**src/rtl/mult_share_sched.sv**
```systemverilog


module mult_share_sched #(
    parameter int NREQ = 4,
    parameter int W    = 4,
    parameter int CNTW = 8,
    parameter int IDW  = $clog2(NREQ)
) (
    input  logic              clk,
    input  logic              rst_n,
    input  logic [NREQ-1:0]   req_valid,
    output logic [NREQ-1:0]   req_ready,
    input  logic [NREQ*W-1:0] req_x,
    input  logic [NREQ*W-1:0] req_y,
    output logic [W-1:0]      mul_x,
    output logic [W-1:0]      mul_y,
    input  logic [2*W-1:0]    mul_o,
    output logic              rsp_valid,
    input  logic              rsp_ready,
    output logic [IDW-1:0]    rsp_id,
    output logic [2*W-1:0]    rsp_prod,
    output logic [CNTW-1:0]   done_cnt
);
    logic [W-1:0]   op_x [NREQ];
    logic [W-1:0]   op_y [NREQ];
    logic           v1;
    logic           v2;
    logic [IDW-1:0] id1;
    logic [IDW-1:0] ptr;
    logic [IDW-1:0] ptr_next;
    logic [IDW-1:0] win;
    logic           found;
    logic           acc1;
    logic           adv2;
    logic           hs;

    genvar gi;
    generate
        for (gi = 0; gi < NREQ; gi++) begin : g_unpack
            assign op_x[gi]      = req_x[gi*W +: W];
            assign op_y[gi]      = req_y[gi*W +: W];
            assign req_ready[gi] = hs & (win == IDW'(gi));
        end
    endgenerate

    assign adv2 = v1 & (~v2 | rsp_ready);
    assign acc1 = ~v1 | adv2;
    // Gated by rst_n so no grant is offered while reset is held.
    assign hs   = rst_n & acc1 & found;

    // Scan from the farthest offset down so the nearest valid requester after ptr wins.
    always_comb begin
        int idx;
        idx   = 0;
        found = 1'b0;
        win   = '0;
        for (int k = NREQ - 1; k >= 0; k--) begin
            idx = int'(ptr) + k;
            if (idx >= NREQ) idx = idx - NREQ;
            if (req_valid[idx]) begin
                found = 1'b1;
                win   = IDW'(idx);
            end
        end
    end

    assign ptr_next = (win == IDW'(NREQ - 1)) ? '0 : win + 1'b1;

    always_ff @(posedge clk or negedge rst_n) begin
        if (!rst_n) begin
            v1    <= 1'b0;
            id1   <= '0;
            ptr   <= '0;
            mul_x <= '0;
            mul_y <= '0;
        end else if (acc1) begin
            if (hs) begin
                v1    <= 1'b1;
                id1   <= win;
                ptr   <= ptr_next;
                mul_x <= op_x[win];
                mul_y <= op_y[win];
            end else begin
                v1 <= 1'b0;
            end
        end
    end

    always_ff @(posedge clk or negedge rst_n) begin
        if (!rst_n) begin
            v2       <= 1'b0;
            rsp_id   <= '0;
            rsp_prod <= '0;
        end else if (adv2) begin
            v2       <= 1'b1;
            rsp_id   <= id1;
            rsp_prod <= mul_o;
        end else if (v2 && rsp_ready) begin
            v2 <= 1'b0;
        end
    end

    always_ff @(posedge clk or negedge rst_n) begin
        if (!rst_n) begin
            done_cnt <= '0;
        end else if (v2 && rsp_ready) begin
            done_cnt <= done_cnt + 1'b1;
        end
    end

    assign rsp_valid = v2;
endmodule

```
**config.mk**
```make
export PLATFORM = sky130hd
export DESIGN_NAME = mult_share_sched
export DESIGN_NICKNAME = d
export VERILOG_FILES = /design/src/rtl/mult_share_sched.sv
export SDC_FILE = /design/constraint.sdc
export NUM_CORES = 1
export LEC_CHECK = 0
export CAP_MARGIN = 5
export CORE_ASPECT_RATIO = 0.5
export CORE_MARGIN = 2
export CORE_UTILIZATION = 35
export CTS_CLUSTER_DIAMETER = 50
export CTS_CLUSTER_SIZE = 30
export DETAILED_ROUTE_END_ITERATION = 8
export PLACE_DENSITY_LB_ADDON = 0.08
export RECOVER_POWER = 25
export SYNTH_ARGS = -nofsm -noshare
export SYNTH_HDL_FRONTEND = slang
export SYNTH_SLANG_ARGS = --single-unit
```
**constraint.sdc**
```tcl
create_clock -name clk -period 2.95 [get_ports clk]
set_clock_uncertainty 0.1 [all_clocks]
set_input_delay 0.295 -clock clk [delete_from_list [all_inputs] [get_ports clk]]
set_output_delay 0.295 -clock clk [all_outputs]
set_load 0.1 [all_outputs]
```
==> flow_metrics.env <==
export IMPL_fp_dieH_um=52.7
export IMPL_min_delay_start="rst_n"
export IMPL_initial_core_util=0.371
export IMPL_worstSetupStartpointType="input port"
export IMPL_syn_area_per_cell_um2=11.7
export IMPL_die_width_um=101
export IMPL_portBuffers=77
export IMPL_syn_inst=142
export IMPL_core_area_um2=4490
export IMPL_dr_total_vias=1409
export IMPL_rsz0062_at_grt="no"
export IMPL_ys_warn_count=0
export IMPL_antenna_found_initial=0
export IMPL_pin_count=78
export IMPL_peakVddDrop_mv=0.559
export IMPL_syn_area_um2=1660
export IMPL_r2r_start="rsp_valid"
export IMPL_hold_path_class="input port to flop"
export IMPL_worstPathArrival_ps=2250
export IMPL_clk_pin_slew_worst_paths_ps=70
export IMPL_clock_sinks=32
export IMPL_cp_max_fo=12
export IMPL_htree_levels=2
export IMPL_worstSetupPathType="input port to output pin"
export IMPL_wirelength_um=3850
export IMPL_r2r_slack_ps=780
export IMPL_cts_tree="built"
export IMPL_grt_usage=0.153
export IMPL_fin_crit_ps=2640
export IMPL_ys_seq_area_frac=0.482
export IMPL_period_share=0.896
export IMPL_r2r_end="mul_x[3]"
export IMPL_holdPathEnd="v1"
export IMPL_finalMaxSlewViolations=33
export IMPL_drt_iter0_markers=48
export IMPL_grt_overflow_total=0
export IMPL_powerDensity_nw_per_um2=1050
export IMPL_total_power_mw=2.70
export IMPL_p_int_mw=1.23
export IMPL_holdPathStages=3
export IMPL_finalHoldViolations=0
export IMPL_outcome="finished, violations left"
export IMPL_ant_nets=0
export IMPL_timing_critical_path_to_type="output pin"
export IMPL_ys_ff_latch=32
export IMPL_p_leak_nw=1.11
export IMPL_cts_root_buf="clkbuf_8"
export IMPL_netSwitchingPower_mw=1.47
export IMPL_vias_per_cell=4.86
export IMPL_multiInputGateArea_um2=808
export IMPL_power_share_sequential=0.254
export IMPL_post_cts_buffers=0
export IMPL_swShare=0.546
export IMPL_clkLatencyLatePin_ps=280
export IMPL_final_nets=271
export IMPL_power_frac_comb=0.591
export IMPL_grt_pass1_wl_um=6200
export IMPL_register_area_um2=801
export IMPL_wl_per_cell_um=13.3
export IMPL_drc=0
export IMPL_gp_congestion=0.797
export IMPL_layout_drive_gt1_share=0.308
export IMPL_p_clk_frac=0.155
export IMPL_syn_num_nets=190
export IMPL_rows=17
export IMPL_area_growth_pct=54.3
export IMPL_relSlewSlack=-0.120
export IMPL_reg2regPathDepth=5
export IMPL_diodes=0
export IMPL_max_cap_violations=1
export IMPL_final_setup_viol_count=0
export IMPL_cts_buffer_depth=2
export IMPL_required_ps=2560
export IMPL_cts_resized_gates=0
export IMPL_max_freq_ghz=0.378
export IMPL_yosys_cell_types_count=35
export IMPL_worst_slack_ps=307
export IMPL_worst_pin_slew_ps=1680
export IMPL_grt_max_degree=33
export IMPL_drtPass1Iterations=4
export IMPL_grt_pass1_vias=1372
export IMPL_fillers=390
export IMPL_numCtsBuffers=5
export IMPL_post_place_ws_ps=297
export IMPL_whs_ps=205
export IMPL_cts_hold_fix_buffers=0
export IMPL_dieArea_um2=5350
export IMPL_failed_checks="capacitance limit, slew limit"
export IMPL_dp_hpwl_um=2990
[how the worst max path moves through the flow]
stage | cells past startpoint | endpoint | from
global placement | 7 | req_ready[1] | req_valid[1]
detailed placement | 7 | req_ready[1] | req_valid[1]
global route | 7 | req_ready[1] | req_valid[1]
floorplan | 3 | req_ready[0] | rsp_valid
CTS | 7 | req_ready[1] | req_valid[1]
finish | 7 | req_ready[1] | req_valid[1]
[placed cells by master, fill, tap and decap left out, drive strengths merged, types with 2 or more instances in the layout]
cell type	Yosys	routed
a211oi	16	16
a21boi	10	10
a21oi	2	2
and3	6	6
buf	4	32
clkbuf	1	7
clkdlybuf4s50	0	45
dfrtp	32	32
inv	4	4
mux2	10	10
mux2i	8	8
nand2	9	9
nand2b	2	2
nand3	4	4
nor2	10	10
o21ai	5	5
xnor2	6	6
xor2	2	2
[logic make-up (layout without fill, tap and decap cells)]
logic type	after synthesis	after routing	share of synthesized area
xor+xnor	8	8	0.0421
fa+ha+maj	1	1	0.00752
simple gates	36	36	0.117
buf+inv	9	91	0.0369
compound gates	38	38	0.197
flops	32	32	0.482
mux	18	18	0.118
[synthesized netlist by cell type]
cell type,count,area share
a211oi_1,10,0.045
a211oi_2,6,0.045
a21boi_0,8,0.036
a21boi_2,2,0.014
a21o_2,1,0.0053
a21oi_1,2,0.0060
and2_4,1,0.0053
and3_1,5,0.019
and3_2,1,0.0045
buf_2,1,0.0030
buf_6,2,0.014
buf_8,1,0.0090
clkbuf_1,1,0.0023
dfrtp_1,32,0.48
ha_1,1,0.0075
inv_1,4,0.0090
mux2_2,9,0.061
mux2_4,1,0.0090
mux2i_1,8,0.048
nand2_1,7,0.016
nand2_4,2,0.014
nand2b_1,2,0.0075
nand3_1,4,0.012
nand3b_1,1,0.0045
nor2_1,10,0.023
nor2b_1,1,0.0038
nor3_1,1,0.0030
o21ai_0,5,0.015
o221ai_2,1,0.0090
o22a_2,1,0.0060
o32a_1,1,0.0060
o41ai_2,1,0.0098
or2b_2,1,0.0053
xnor2_1,6,0.032
xor2_1,2,0.011
[flip-flops by register name, summed over array words and instances (netlist names)]
register,flops
id1,2
v1,1
rsp_prod,8
done_cnt,8
ptr,2
rsp_id,2
rsp_valid,1
mul_x,4
mul_y,4
[cell type report]
cell class / count / area share
Multi-Input combinational cell: 101 / 0.315
Sequential cell: 32 / 0.312
Timing Repair Buffer: 79 / 0.292
Tap cell: 66 / 0.0322
Clock buffer: 5 / 0.0268
Clock inverter: 3 / 0.0166
Inverter: 4 / 0.00585
[layer usage]
layer | part of all wire | global-route usage | vias to the layer above
met5 | 0 | 0 | -
met4 | 0.0096 | 0.0405 | 0
met3 | 0.063 | 0.0480 | 4
met2 | 0.45 | 0.245 | 54
met1 | 0.48 | 0.203 | 667
li1 | - | - | 684
[worst max-delay path: stages]
cell and delay (ps):
clkdlybuf4s50_1 550, a21boi_2 180, o32a_1 400, and2_4 330, nand2_1 120, nor2_2 180, buf_12 190
[power groups by stage]
stage,logic [mW],registers [mW],clock network [mW]
6_report,1.60,0.686,0.420
5_1_grt,1.66,0.709,0.449
4_1_cts,1.61,0.687,0.431
3_5_place_dp,1.60,0.693,0
3_3_place_gp,1.59,0.692,0
2_1_floorplan,0.419,1.51,0
[stage by stage]
| stage | area (um^2) | std cells | util | TNS (ps) |
|---|---|---|---|---|
| 6_report | 2570 | 290 | 0.572 | 0 |
| 4_1_cts | 2570 | 290 | 0.573 | 0 |
| 3_3_place_gp | 2460 | 282 | 0.548 | 0 |
| 5_1_grt | 2570 | 290 | 0.572 | 0 |
| 2_1_floorplan | 1670 | 142 | - | -37.0 |
| 3_5_place_dp | 2460 | 282 | 0.548 | 0 |
(Power assumes the default switching activity.)
